File: config.mk
export PLATFORM = sky130hd
export DESIGN_NAME = pipelined_adder_flat
export DESIGN_NICKNAME = d
export VERILOG_FILES = /design/src/rtl/pipelined_adder_pkg.sv /design/src/rtl/pipelined_adder_if.sv /design/src/rtl/pipelined_adder_stage.sv /design/src/rtl/pipelined_adder.sv /design/src/flat_wrapper.sv
export SDC_FILE = /design/constraint.sdc
export NUM_CORES = 1
export LEC_CHECK = 0
export CELL_PAD_IN_SITES_DETAIL_PLACEMENT = 0
export CELL_PAD_IN_SITES_GLOBAL_PLACEMENT = 1
export CORE_ASPECT_RATIO = 1.4
export CORE_MARGIN = 2
export CORE_UTILIZATION = 39
export CTS_BUF_LIST = sky130_fd_sc_hd__clkbuf_8
export DETAILED_ROUTE_END_ITERATION = 7
export GPL_TIMING_DRIVEN = 1
export PLACE_DENSITY_LB_ADDON = 0.08
export SLEW_MARGIN = 15
export SYNTH_ARGS = -nofsm -noshare
export SYNTH_HDL_FRONTEND = slang
export SYNTH_SLANG_ARGS = --single-unit
File: constraint.sdc
create_clock -name clk -period 3.45 [get_ports clk]
set_input_delay 0.5175 -clock clk [delete_from_list [all_inputs] [get_ports clk]]
set_output_delay 0.5175 -clock clk [all_outputs]
set_load 0.01 [all_outputs]
File: src/rtl/pipelined_adder_pkg.sv
// Shared constants and parameter sanity check for the pipelined adder.
package pipelined_adder_pkg;

    localparam int ADDER_HALF = 0;
    localparam int ADDER_FULL = 1;

    function automatic bit adder_params_ok(input int width, input int stages, input int adder_type);
        return (width >= 2) && (stages >= 1) && (stages <= width) && (width % stages == 0) &&
               ((adder_type == ADDER_HALF) || (adder_type == ADDER_FULL));
    endfunction

endpackage

File: src/rtl/pipelined_adder_if.sv
// Operand/result handshake bundle for pipelined_adder.
interface pipelined_adder_if #(
    parameter int WIDTH = 8
) ();

    logic             in_valid;
    logic             in_ready;
    logic [WIDTH-1:0] a;
    logic [WIDTH-1:0] b;
    logic             cin;
    logic             out_valid;
    logic             out_ready;
    logic [WIDTH-1:0] sum;
    logic             cout;

    modport master (
        output in_valid, a, b, cin, out_ready,
        input  in_ready, out_valid, sum, cout
    );

    modport slave (
        input  in_valid, a, b, cin, out_ready,
        output in_ready, out_valid, sum, cout
    );

endinterface

File: src/rtl/pipelined_adder_stage.sv
// One registered slice: adds SEG bits, registers the carry and forwards the
// remaining operand bits plus the sum bits produced so far.
module adder_stage #(
    parameter int unsigned SEG = 4,
    parameter int unsigned LOW = 0,
    parameter int unsigned REM = 8,
    localparam int unsigned IW = LOW + 2 * REM,
    localparam int unsigned OW = IW - SEG
) (
    input  logic          clk,
    input  logic          rstn,
    input  logic          valid_i,
    input  logic          ready_i,
    input  logic          c_i,
    input  logic [IW-1:0] x_i,
    output logic          ready_o,
    output logic          valid_o,
    output logic          c_o,
    output logic [OW-1:0] y_o
);

    logic          v_q;
    logic          c_q, c_d;
    logic [OW-1:0] y_q, y_d;
    logic [SEG:0]  t;

    // Payload layout: {b_rem, a_rem, sum_low}; the slice is the bottom SEG bits of each remainder.
    always_comb begin
        t = {1'b0, x_i[LOW +: SEG]} + {1'b0, x_i[LOW + REM +: SEG]} + (SEG + 1)'(c_i);
        c_d = t[SEG];
        y_d = '0;
        for (int unsigned i = 0; i < LOW; i++) y_d[i] = x_i[i];
        y_d[LOW +: SEG] = t[SEG-1:0];
        for (int unsigned i = LOW + SEG; i < LOW + REM; i++) y_d[i] = x_i[i];
        for (int unsigned i = LOW + REM; i < OW; i++) y_d[i] = x_i[i + SEG];
    end

    assign ready_o = !v_q || ready_i;
    assign valid_o = v_q;
    assign c_o     = c_q;
    assign y_o     = y_q;

    always_ff @(posedge clk) begin
        if (!rstn) begin
            v_q <= 1'b0;
            c_q <= 1'b0;
            y_q <= '0;
        end else if (ready_o) begin
            v_q <= valid_i;
            if (valid_i) begin
                c_q <= c_d;
                y_q <= y_d;
            end
        end
    end

endmodule

File: src/rtl/pipelined_adder.sv
// Ripple-carry adder split into STAGES registered slices with valid/ready flow control.
module pipelined_adder
    import pipelined_adder_pkg::*;
#(
    parameter int WIDTH      = 8,
    parameter int STAGES     = 2,
    parameter int ADDER_TYPE = ADDER_FULL
) (
    input logic               clk,
    input logic               rstn,
    pipelined_adder_if.slave  bus
);

    localparam int unsigned SEG = WIDTH / STAGES;

    if (!adder_params_ok(WIDTH, STAGES, ADDER_TYPE)) begin : g_bad_params
        $error("pipelined_adder: illegal WIDTH/STAGES/ADDER_TYPE combination");
    end

    logic [STAGES:0] vld;
    logic [STAGES:0] rdy;
    logic [STAGES:0] cy;

    case (ADDER_TYPE)
        ADDER_FULL: begin : g_full
            assign cy[0] = bus.cin;
        end
        default: begin : g_half
            assign cy[0] = 1'b0;
        end
    endcase

    assign vld[0]       = bus.in_valid;
    assign rdy[STAGES]  = bus.out_ready;
    assign bus.in_ready = rdy[0];

    genvar k;
    for (k = 0; k < STAGES; k++) begin : g_stage
        localparam int unsigned LOW = k * SEG;
        localparam int unsigned REM = WIDTH - k * SEG;

        logic [LOW+2*REM-1:0]     x;
        logic [LOW+2*REM-SEG-1:0] y;

        if (k == 0) begin : g_first
            assign x = {bus.b, bus.a};
        end else begin : g_next
            assign x = g_stage[k-1].y;
        end

        adder_stage #(
            .SEG (SEG),
            .LOW (LOW),
            .REM (REM)
        ) u_stage (
            .clk     (clk),
            .rstn    (rstn),
            .valid_i (vld[k]),
            .ready_i (rdy[k+1]),
            .c_i     (cy[k]),
            .x_i     (x),
            .ready_o (rdy[k]),
            .valid_o (vld[k+1]),
            .c_o     (cy[k+1]),
            .y_o     (y)
        );
    end

    assign bus.out_valid = vld[STAGES];
    assign bus.cout      = cy[STAGES];
    assign bus.sum       = g_stage[STAGES-1].y;

endmodule

File: src/flat_wrapper.sv
// flat-port wrapper written by rule: the top's interface ports become plain ports
module pipelined_adder_flat import pipelined_adder_pkg::*;
#(
    parameter int WIDTH      = 8,
    parameter int STAGES     = 2,
    parameter int ADDER_TYPE = ADDER_FULL
)
  (clk, rstn, bus_in_valid, bus_a, bus_b, bus_cin, bus_out_ready, bus_in_ready, bus_out_valid, bus_sum, bus_cout);
  pipelined_adder_if #(.WIDTH(WIDTH)) bus_i ();
  input logic clk;
  input logic rstn;
  input wire logic [$bits(bus_i.in_valid)-1:0] bus_in_valid;
  input wire logic [$bits(bus_i.a)-1:0] bus_a;
  input wire logic [$bits(bus_i.b)-1:0] bus_b;
  input wire logic [$bits(bus_i.cin)-1:0] bus_cin;
  input wire logic [$bits(bus_i.out_ready)-1:0] bus_out_ready;
  output wire logic [$bits(bus_i.in_ready)-1:0] bus_in_ready;
  output wire logic [$bits(bus_i.out_valid)-1:0] bus_out_valid;
  output wire logic [$bits(bus_i.sum)-1:0] bus_sum;
  output wire logic [$bits(bus_i.cout)-1:0] bus_cout;
  assign bus_i.in_valid = bus_in_valid;
  assign bus_i.a = bus_a;
  assign bus_i.b = bus_b;
  assign bus_i.cin = bus_cin;
  assign bus_i.out_ready = bus_out_ready;
  assign bus_in_ready = bus_i.in_ready;
  assign bus_out_valid = bus_i.out_valid;
  assign bus_sum = bus_i.sum;
  assign bus_cout = bus_i.cout;
  pipelined_adder #(.WIDTH(WIDTH), .STAGES(STAGES), .ADDER_TYPE(ADDER_TYPE)) u_core (.clk(clk), .rstn(rstn), .bus(bus_i));
endmodule
After elaboration in Yosys (flattened, before gate mapping)
Cells that the tools add are included.
W data, S select, Z words.

storage, ports and cells
  bits in read-only memories = 0
  memories kept = 0
  output and inout port bits = 11
  register bits after elaboration = 24
  word-level logic and storage cells = 16
  input port bits = 21
  latch bits = 0
  bits in writable memories = 0

cells by class
  magnitude comparators = 0
  divide/modulo/power cells = 0
  multiply operators = 0
  reduce and logical (&&, ||, !) cells = 6
  add/subtract/negate cells = 4
  bitwise gates (word level) = 0
  muxes and demuxes = 0
  shifts and indexed selects = 0
  eq/ne operators = 0

operators by type and width
  cell                count
  $add A4 B4 Y5       2
  $add A5 B1 Y5       2
  $reduce_and A2 Y1   2
  $logic_not A1 Y1    2
  $logic_or A1 B1 Y1  2

Depth between registers and ports, before layout
Gate-level depths: netlist of the first run.

  depth after elaboration = 4
  depth in mapped cells = 6
  gate-level depth less buffers = 6

Hierarchy
Synthesis of the first run repeated with hierarchy kept, for this count alone.

unflattened totals
  cells, all modules = 142
  area, all modules = 1272.5 sq um

by module, submodules not included
  module                                   area each (sq um)  times used  cells each  seq. area each (sq um)
  adder_stage (u_core.g_stage[0].u_stage)  699.4              1           80          280.3
  adder_stage (u_core.g_stage[1].u_stage)  573.0              1           62          200.2

Worst setup path before layout of the first run
Ideal clock, no wire load.

  path type = input to register
  from = in bus_cin
  to = reg u_core.g_stage[0].u_stage.y_q[3]
  path buffers = 0
  data required time = 3.371 ns
  library setup time = 0.079 ns
  slack = 1.775 ns
  cell stages on the path = 4
  arrival = 1.596 ns
  cell sequence = fa_1 a21o_1 a2111o_1 o211ai_1

on the way
  cells in the longest elaborated chain, start to end = 1

ends and longest elaborated chain
  element                 RTL line                     RTL
  start: declaration      flat_wrapper.sv:15           input wire logic [$bits(bus_i.cin)-1:0] bus_cin;
  $add A5 B1 Y5           pipelined_adder_stage.sv:29  t = {1'b0, x_i[LOW +: SEG]} + {1'b0, x_i[LOW + REM +: SEG]} + (SEG + 1)'(c_i);
  end signal: assignment  pipelined_adder_stage.sv:52  y_q <= y_d;
  end: declaration        pipelined_adder_stage.sv:24  logic [OW-1:0] y_q, y_d;

Every way passes these cells.
A chain may end at the register's enable or synchronous reset.

Final worst setup path of the first run
  from = in bus_out_ready
  to = out bus_in_ready

on the way
  cells in the longest elaborated chain, start to end = 2

ends and longest elaborated chain
  element                           RTL line                     RTL
  start: declaration                flat_wrapper.sv:16           input wire logic [$bits(bus_i.out_ready)-1:0] bus_out_ready;
  $logic_or A1 B1 Y1 (2 in series)  pipelined_adder_stage.sv:38  assign ready_o = !v_q || ready_i;
  end: declaration                  flat_wrapper.sv:17           output wire logic [$bits(bus_i.in_ready)-1:0] bus_in_ready;

Every way passes these cells.

==> results of run 1 <==
-- synth_stat cells (2+ instances only) --
cell type  number  area share (%)
xnor2_1         2             1.5
o21ai_1        16             6.7
inv_1           7             2.2
a21oi_1        25              10
a311oi_1        2             1.5
inv_2           4             1.3
o211ai_1        2             1.3
a211oi_1        2             1.3
dfxtp_1        24              40
clkbuf_1        4             1.3
nor3_1          2            0.84
nand3_1        18             7.5
ha_1            6             6.3
buf_2           5             2.1
fa_1            4             6.7
nor2b_1         3             1.6
o21ai_0         2            0.84
nand2_1         2            0.63
nand2b_1        2             1.0
-- power by group --
part	internal, mW	switching [mW]
Sequential	0.294	0.0112
Clock	0.155	0.0915
Combinational	0.0593	0.0505
Total	0.509	0.153
-- cells by family after synthesis --
logic type	share of synthesized area, %
flip-flops	40.08
adder cells (fa/ha/maj)	12.94
XOR/XNOR	1.462
AND/OR/NAND/NOR	13.78
buffers and inverters	6.784
AO/OA/AOI/OAI	24.95
-- per-stage QoR --
step / util, % / cells / hold slack [ns] / worst slack, ns / instance area, um^2
3_3_place_gp: 52.13 / 199 / 0.4640 / 0.6507 / 1515
5_1_grt: 54.58 / 203 / 0.4926 / 0.4586 / 1587
4_1_cts: 54.58 / 203 / 0.4758 / 0.6194 / 1587
6_report: 54.58 / 203 / 0.4670 / 0.6042 / 1587
2_1_floorplan: - / 140 / 0.4423 / 1.775 / 1199
3_5_place_dp: 52.13 / 199 / 0.4651 / 0.6330 / 1515
-- worst max-delay path, cell delays in order --
cell,delay [ns]
clkdlybuf4s50_1,0.43
and3b_1,0.59
inv_2,0.24
clkdlybuf4s50_1,0.54
-- state kept, by name, summed over array words and instances, names as in the netlist --
name                            cells
u_core.g_stage.u_stage.c_o          2
u_core.g_stage.u_stage.valid_o      2
u_core.g_stage.u_stage.y_o         20
-- layout make-up --
class,instances,share of cell area (%)
well taps,37,2.918
inverters,11,2.603
clock buffers,3,2.603
flip-flops and latches,24,30.28
clock inverters,1,1.893
repair buffers,31,19.56
multi-input cells,96,40.14
-- metal layers --
| metal | track usage, % | vias up | part of all wire [%] |
|---|---|---|---|
| met5 | 0 | - | 0 |
| li1 | - | 554 | - |
| met1 | 17.98 | 510 | 43 |
| met4 | 9.910 | 0 | 2.8 |
| met3 | 3.233 | 7 | 5.0 |
| met2 | 27.19 | 33 | 49 |
-- how the worst max path moves through the flow --
stage,to,cells past startpoint,slack (ns)
after floorplan,u_core.g_stage[0].u_stage.y_o[3],4,1.78
after global placement,bus_in_ready,4,0.65
after detailed placement,bus_in_ready,4,0.63
after CTS,bus_in_ready,4,0.62
after global routing,bus_in_ready,4,0.46
final,bus_in_ready,4,0.60
-- layout by cell type (no fill, tap or decap), drive strengths merged, types with 3 or more instances in the layout --
cell type      instances
a21oi                 25
clkbuf                 3
clkdlybuf4s50         31
dfxtp                 24
fa                     4
ha                     6
inv                   11
nand3                 18
nor2b                  3
o21ai                 18
==> metrics, run 1 <==
total leakage power 0.5921 nW; Root Buffer clkbuf_8; H-tree Lvls 1; Tot GR Track Use 16.09%; clk_lat worst skew 0.27 ns; DIE AREA 3539 um^2; reg-to-reg startpoint u_core.g_stage[0].u_stage.valid_o; Total Negative Setup Slacks 0 ns; Synth Register Bits 24; final critical-path required period 2.846 ns; fin nets 198; largest net degree at the start of global routing 24; sequential share of the synthesized area 40.08%; layout cell share with drive strength beyond 1 4.819%; Hold Path Stages 2; RSZ-0062 raised after global routing no; vias per cell 5.438; Area growth syn-to-layout 32.36%; synth warn 0; run status completed; CTS Buf Count 3; WS Path Type in -> out; Synth Flop Type dfxtp_1; Clock transition at path regs 0.08 ns; WL per Instance 12.56 um; antenna violations before repair 0; number of global-route vias before repair 1,045; share of flip-flops with an asynchronous set or reset 0%; core box area 2907 um^2; Syn Std Cell Area 1199 um^2; worst reg2reg path depth 4; remaining antenna violation count 0; Max Fanout on Critical Path 15; # IOs 32; maxcap violations 0; vias after detailed routing 1,104; # resized after CTS 0; startpoint type of the worst setup path primary input; clock skew 0.01252 ns; die width 50.86 um; # rows 23; FF-to-FF End u_core.g_stage[0].u_stage.y_o[1]; FF-to-FF setup slack 1.62 ns; number of flops mapped to enable cells by yosys 0; clock sink count 24; area of the multi-input gates 636.9 um^2; n_diodes 0; WP data arrival 2.33 ns; CP required 2.93 ns; hold buffer count at cts 0; Detail Placement HPWL 1.903 mm; synthesized instance count 140; Max Slew Vio Count 0; PortBufs 31; DRT Pass-1 Iters 6; crit share post-route 82.49%; fillcell total 288; DRC 0; final setup violation count 0; hold endpoint u_core.g_stage[1].u_stage.y_o[2]; Cell Pwr Density 417.2 nW/um^2; final RePlAce weighted congestion 0.7507; Avg Inst Size Synth 8.562 um^2; Bufs on Longest Clock Path 2; register area 480.5 um^2; TritonCTS clock tree done; Worst-Margin Slew 0.6328 ns; Design Power 0.6619 mW; crit end category output pin; min-delay worst type reg -> reg; fmax 0.3514 GHz; Yosys cell types 27; DRT Wirelength 2.549 mm; CP startpoint bus_out_ready; Initial Util 41.24%; first-pass GRT wire length 4.340 mm; Max VDD drop 0.0002557 V; gr ovfl total 0; Max transition margin 57.73%; Post-CTS Setup Bufs 0; die height 69.60 um; synthesized net count 171; First DRT Iteration DRCs 24; worst hold path startpoint u_core.g_stage[0].u_stage.y_o[2]; final hold violation count 0
Power figures use the tool's default switching activity.
==> run 2, diff against run 1 <==
--- a/config.mk
+++ b/config.mk
@@ -9,7 +9,7 @@
 export CELL_PAD_IN_SITES_GLOBAL_PLACEMENT = 1
 export CORE_ASPECT_RATIO = 1.4
 export CORE_MARGIN = 2
-export CORE_UTILIZATION = 39
+export CORE_UTILIZATION = 33
 export CTS_BUF_LIST = sky130_fd_sc_hd__clkbuf_8
 export DETAILED_ROUTE_END_ITERATION = 7
 export GPL_TIMING_DRIVEN = 1
==> constraint.sdc (replaced) <==
create_clock -name clk -period 2.4 [get_ports clk]
set_input_delay 0.36 -clock clk [delete_from_list [all_inputs] [get_ports clk]]
set_output_delay 0.36 -clock clk [all_outputs]
set_load 0.01 [all_outputs]
==> run 2 against run 1 <==
Net effect: clock skew down 0.010 ns; count of clock-buffer cells in the layout unchanged; sequential share of layout area down 0.35 points; global-route usage down 0.32 points; setup slack worse by 0.23 ns; critical endpoint unchanged; largest cell class unchanged; highest routed layer unchanged.
==> metrics, run 2 (synthesis results as in run 1) <==
core box area 3441 um^2; share of power burned in registers 51.9%; Max Slew Vio Count 0; crit end category output pin; Total Negative Setup Slacks 0 ns; antenna violations before repair 0; fmax 0.4928 GHz; First DRT Iteration DRCs 18; vias per cell 5.185; Max Fanout on Critical Path 3; Clock Power Share 28.2%; startpoint type of the worst setup path primary input; NetSw 0.2161 mW; crit path buf inv count 3; DRT Wirelength 2.808 mm; fin nets 204; Post-CTS Setup Bufs 0; # IOs 32; most common cell after layout, fill and taps aside clkdlybuf4s50_1; CP startpoint bus_out_ready; die height 75.31 um; n_diodes 0; die width 54.94 um; FF-to-FF End u_core.g_stage[1].u_stage.y_o[5]; final RePlAce weighted congestion 0.7630; internal power 0.6248 mW; clock sink count 24; Bufs on Longest Clock Path 2; TritonCTS clock tree done; Min Hold Slack 0.4624 ns; crit path max-delay cell type clkdlybuf4s50_1; Max VDD drop 0.0002472 V; vias after detailed routing 1,094; WL per Instance 13.31 um; total leakage power 0.6076 nW; min-delay worst type reg -> reg; Switching Fraction 25.70%; fillcell total 357; Worst-Margin Slew 0.4148 ns; CTS Buf Count 3; Area growth syn-to-layout 33.92%; Max transition margin 72.35%; final hold violation count 0; run status completed; first-pass GRT wire length 4.809 mm; crit share post-route 84.54%; PortBufs 31; number of global-route vias before repair 1,034; RSZ-0062 raised after global routing no; reg-to-reg startpoint u_core.g_stage[0].u_stage.c_o; max incr delay on CP 0.53 ns; crit-path most repeated cell clkdlybuf4s50_1; clk_lat worst skew 0.26 ns; H-tree Lvls 1; final setup violation count 0; clock skew 0.002371 ns; worst reg2reg path depth 4; WS Path Type in -> out; final critical-path required period 2.029 ns; Initial Util 34.84%; Layout Utilization 46.65%; remaining antenna violation count 0; hold buffer count at cts 0; most frequent cells in the layout clkdlybuf4s50_1 (31), a21oi_1 (25), dfxtp_1 (24); WP data arrival 1.67 ns; gr ovfl total 0; largest net degree at the start of global routing 23; DRC 0; critical path's top delay family buffers and inverters; DIE AREA 4137 um^2; Cell Pwr Density 523.9 nW/um^2; layout cell share with drive strength beyond 1 7.602%; Tot GR Track Use 15.76%; Clock transition at path regs 0.08 ns; # resized after CTS 0; Logic pwr share 19.9%; FF-to-FF setup slack 0.76 ns; Worst setup endpoint bus_in_ready; Root Buffer clkbuf_8; # rows 25; max FFs per register 20; DRT Pass-1 Iters 4; Detail Placement HPWL 2.108 mm; CP required 2.04 ns; maxcap violations 0; critical path cell sequence clkdlybuf4s50_1, and3b_1, inv_2, clkdlybuf4s50_1; Crit path depth 4
[run 2: cell count changes in the layout (fill, tap and decap cells not counted), sizes merged]
cell and delta:
buf +6, bufinv -1
[run 2: per-layer routing]
layer | vias up | share of wire, % | wire (um) | track usage, %
li1 | 562 | - | - | -
met1 | 497 | 45 | 1277 | 21.24
met2 | 31 | 49 | 1375 | 25.40
met3 | 4 | 4.1 | 114 | 2.353
met4 | 0 | 1.5 | 41 | 5.691
met5 | - | 0 | 0 | 0
[run 2: worst reg2reg max path, cell delays in order, from the launching register on]
cell      delay (ns)
dfxtp_1         0.34
fa_1            0.47
inv_1           0.09
fa_1            0.41
a311oi_1        0.25
[run 2: worst min path at each step]
stage                                          start                          endpoint  cells past startpoint
detailed placement  u_core.g_stage[0].u_stage.y_o[2]  u_core.g_stage[1].u_stage.y_o[2]                      2
floorplan           u_core.g_stage[0].u_stage.y_o[0]  u_core.g_stage[1].u_stage.y_o[0]                      2
global placement    u_core.g_stage[0].u_stage.y_o[2]  u_core.g_stage[1].u_stage.y_o[2]                      2
finish              u_core.g_stage[0].u_stage.y_o[2]  u_core.g_stage[1].u_stage.y_o[2]                      2
CTS                 u_core.g_stage[0].u_stage.y_o[2]  u_core.g_stage[1].u_stage.y_o[2]                      2
global route        u_core.g_stage[0].u_stage.y_o[2]  u_core.g_stage[1].u_stage.y_o[2]                      2
[run 2: power groups by stage]
stage	clock network [mW]	registers [mW]	logic, mW
6_report	0.238	0.436	0.167
5_1_grt	0.265	0.440	0.189
4_1_cts	0.246	0.437	0.169
3_5_place_dp	0	0.446	0.168
3_3_place_gp	0	0.445	0.166
2_1_floorplan	0	0.447	0.0871
[run 2: area by class of cell]
class | instances | area (um^2) | share of cell area (%)
multi-input cells | 96 | 636.9 | 39.67
repair buffers | 37 | 355.3 | 22.14
flip-flops and latches | 24 | 480.5 | 29.93
inverters | 11 | 41.29 | 2.572
clock buffers | 3 | 41.29 | 2.572
well taps | 40 | 50.05 | 3.118
[run 2: through the flow]
stage | cell area (um^2) | instances | power, mW | setup WS [ns]
global placement | 1564 | 208 | 0.6106 | 0.3815
finish | 1605 | 211 | 0.8410 | 0.3710
detailed placement | 1564 | 208 | 0.6140 | 0.3491
global route | 1605 | 211 | 0.8944 | 0.3201
CTS | 1605 | 211 | 0.8512 | 0.3711
floorplan | 1199 | 140 | 0.5345 | 0.8825
==> run 3, diff against run 2 <==
==> constraint.sdc (replaced) <==
create_clock -name clk -period 1.8 [get_ports clk]
set_input_delay 0.27 -clock clk [delete_from_list [all_inputs] [get_ports clk]]
set_output_delay 0.27 -clock clk [all_outputs]
set_load 0.01 [all_outputs]
==> run 3 against run 2 <==
Net effect: clock power grew 30%; clock skew grew 0.0028 ns; largest power group unchanged; power grew 33%; sequential share of layout area shrank 0.53 points; first-iteration DRC count grew 28%; critical path type is now in -> reg.
==> metrics, run 3 (synthesis results as in run 1) <==
Max Slew Vio Count 0; most common cell after layout, fill and taps aside clkdlybuf4s50_1; share of power burned in registers 52.2%; DIE AREA 4137 um^2; DRT Wirelength 2.844 mm; NetSw 0.2809 mW; DR WL met2 1.431 mm; maxcap violations 0; Worst-Margin Slew 0.3854 ns; layout cell share with drive strength beyond 1 9.714%; vias per cell 5.153; final setup violation count 0; vias after detailed routing 1,108; Total Negative Setup Slacks 0 ns; run status completed; startpoint type of the worst setup path primary input; most frequent cells in the layout clkdlybuf4s50_1 (30), a21oi_1 (25), dfxtp_1 (24); WL per Instance 13.23 um; critical path cell sequence clkdlybuf4s50_1, fa_1, inv_1, fa_1, nor2b_1, o21ai_0, a311oi_1; crit path max-delay cell type clkdlybuf4s50_1; Bufs on Longest Clock Path 2; core box area 3441 um^2; fillcell total 361; fin nets 208; Min Hold Slack 0.4723 ns; die width 54.94 um; antenna violations before repair 0; CTS Buf Count 3; gr ovfl total 0; final critical-path required period 1.683 ns; Max Fanout on Critical Path 2; met3 routed WL 92 um; max incr delay on CP 0.49 ns; clk_lat worst skew 0.26 ns; Logic pwr share 20.2%; Cell Pwr Density 683.7 nW/um^2; RSZ-0062 raised after global routing no; largest net degree at the start of global routing 23; n_diodes 0; clock sink count 24; Area growth syn-to-layout 36.33%; Switching Fraction 25.15%; first-pass GRT wire length 4.698 mm; final RePlAce weighted congestion 0.7306; crit share post-route 93.48%; Clock Power Share 27.6%; DR top layer met4; internal power 0.8362 mW; WS Path Type in -> reg; Post-CTS Setup Bufs 0; Clock transition at path regs 0.08 ns; Max transition margin 73.64%; die height 75.31 um; PortBufs 31; max FFs per register 20; final hold violation count 0; DRC 0; Initial Util 34.84%; First DRT Iteration DRCs 23; number of global-route vias before repair 1,041; # IOs 32; crit end category flip-flop; Tot GR Track Use 15.55%; DRT Pass-1 Iters 4; min-delay worst type reg -> reg; H-tree Lvls 1; Post-Place Cells 212; crit-path most repeated cell fa_1; post-route insts no fill 215; fmax 0.5943 GHz; CP required 1.97 ns; Metal-1 WL 1.297 mm; Detail Placement HPWL 2.228 mm; Root Buffer clkbuf_8; WP data arrival 1.86 ns; TritonCTS clock tree done; # rows 25; Max VDD drop 0.0003349 V; total leakage power 0.6249 nW; remaining antenna violation count 0; clock skew 0.005173 ns
-- run 3: cell count changes in the layout (fill, tap and decap cells not counted), sizes merged --
| cell | before | now |
|---|---|---|
| dlygate4sd2 | 0 | 1 |
| buf | 6 | 10 |
| clkdlybuf4s50 | 31 | 30 |
-- run 3: critical path: cells and delay by family --
family / cells / cell delay, ns
AOI/OAI and AO/OA: 2 / 0.35
buffers and inverters: 2 / 0.54
and+or+nand+nor: 1 / 0.12
adders and majority gates: 2 / 0.58
-- run 3: cell type report --
cell class	instances	area, um^2	share of cell area [%]
multi-input cells	96	636.9	38.97
repair buffers	41	384.1	23.51
inverters	11	41.29	2.527
clock buffers	3	41.29	2.527
flip-flops and latches	24	480.5	29.40
well taps	40	50.05	3.063
-- run 3: layer usage --
| layer | vias to the layer above | track usage, % |
|---|---|---|
| met5 | - | 0 |
| met2 | 20 | 27.38 |
| met4 | 0 | 4.065 |
| met1 | 513 | 19.45 |
| met3 | 2 | 2.353 |
| li1 | 573 | - |
-- run 3: repair_timing --
| item | in CTS | in global routing |
|---|---|---|
| hold buffers | 0 | 0 |
| gates resized for setup | 1 | 0 |
| endpoints found under the setup margin | 1 | 0 |
-- run 3: stage by stage --
step           setup WS (ns)  power, mW  cell area (um^2)  util (%)
2_1_floorplan         0.2873     0.7126              1199         -
3_3_place_gp         -0.1163     0.8193              1594     46.33
3_5_place_dp         -0.1632     0.8240              1594     46.33
4_1_cts               0.1068      1.131              1634     47.49
5_1_grt             0.007803      1.182              1634     47.49
6_report              0.1174      1.117              1634     47.49
-- run 3: path summary, 6_finish.rpt --
kind	cells past startpoint	endpoint	startpoint	slack (ns)
worst min-delay path	2	u_core.g_stage[1].u_stage.y_o[1]	u_core.g_stage[0].u_stage.y_o[1]	0.47
worst min register to register	2	u_core.g_stage[1].u_stage.y_o[1]	u_core.g_stage[0].u_stage.y_o[1]	0.47
worst max-delay path	7	u_core.g_stage[0].u_stage.c_o	bus_cin	0.12
worst max register to register	4	u_core.g_stage[1].u_stage.y_o[5]	u_core.g_stage[0].u_stage.c_o	0.18
-- run 3: power groups by stage --
stage	Combinational, mW	Clock [mW]	Sequential [mW]
after floorplan	0.116	0	0.596
after global placement	0.225	0	0.594
after detailed placement	0.229	0	0.595
after CTS	0.229	0.319	0.583
after global routing	0.251	0.344	0.587
final	0.226	0.309	0.583
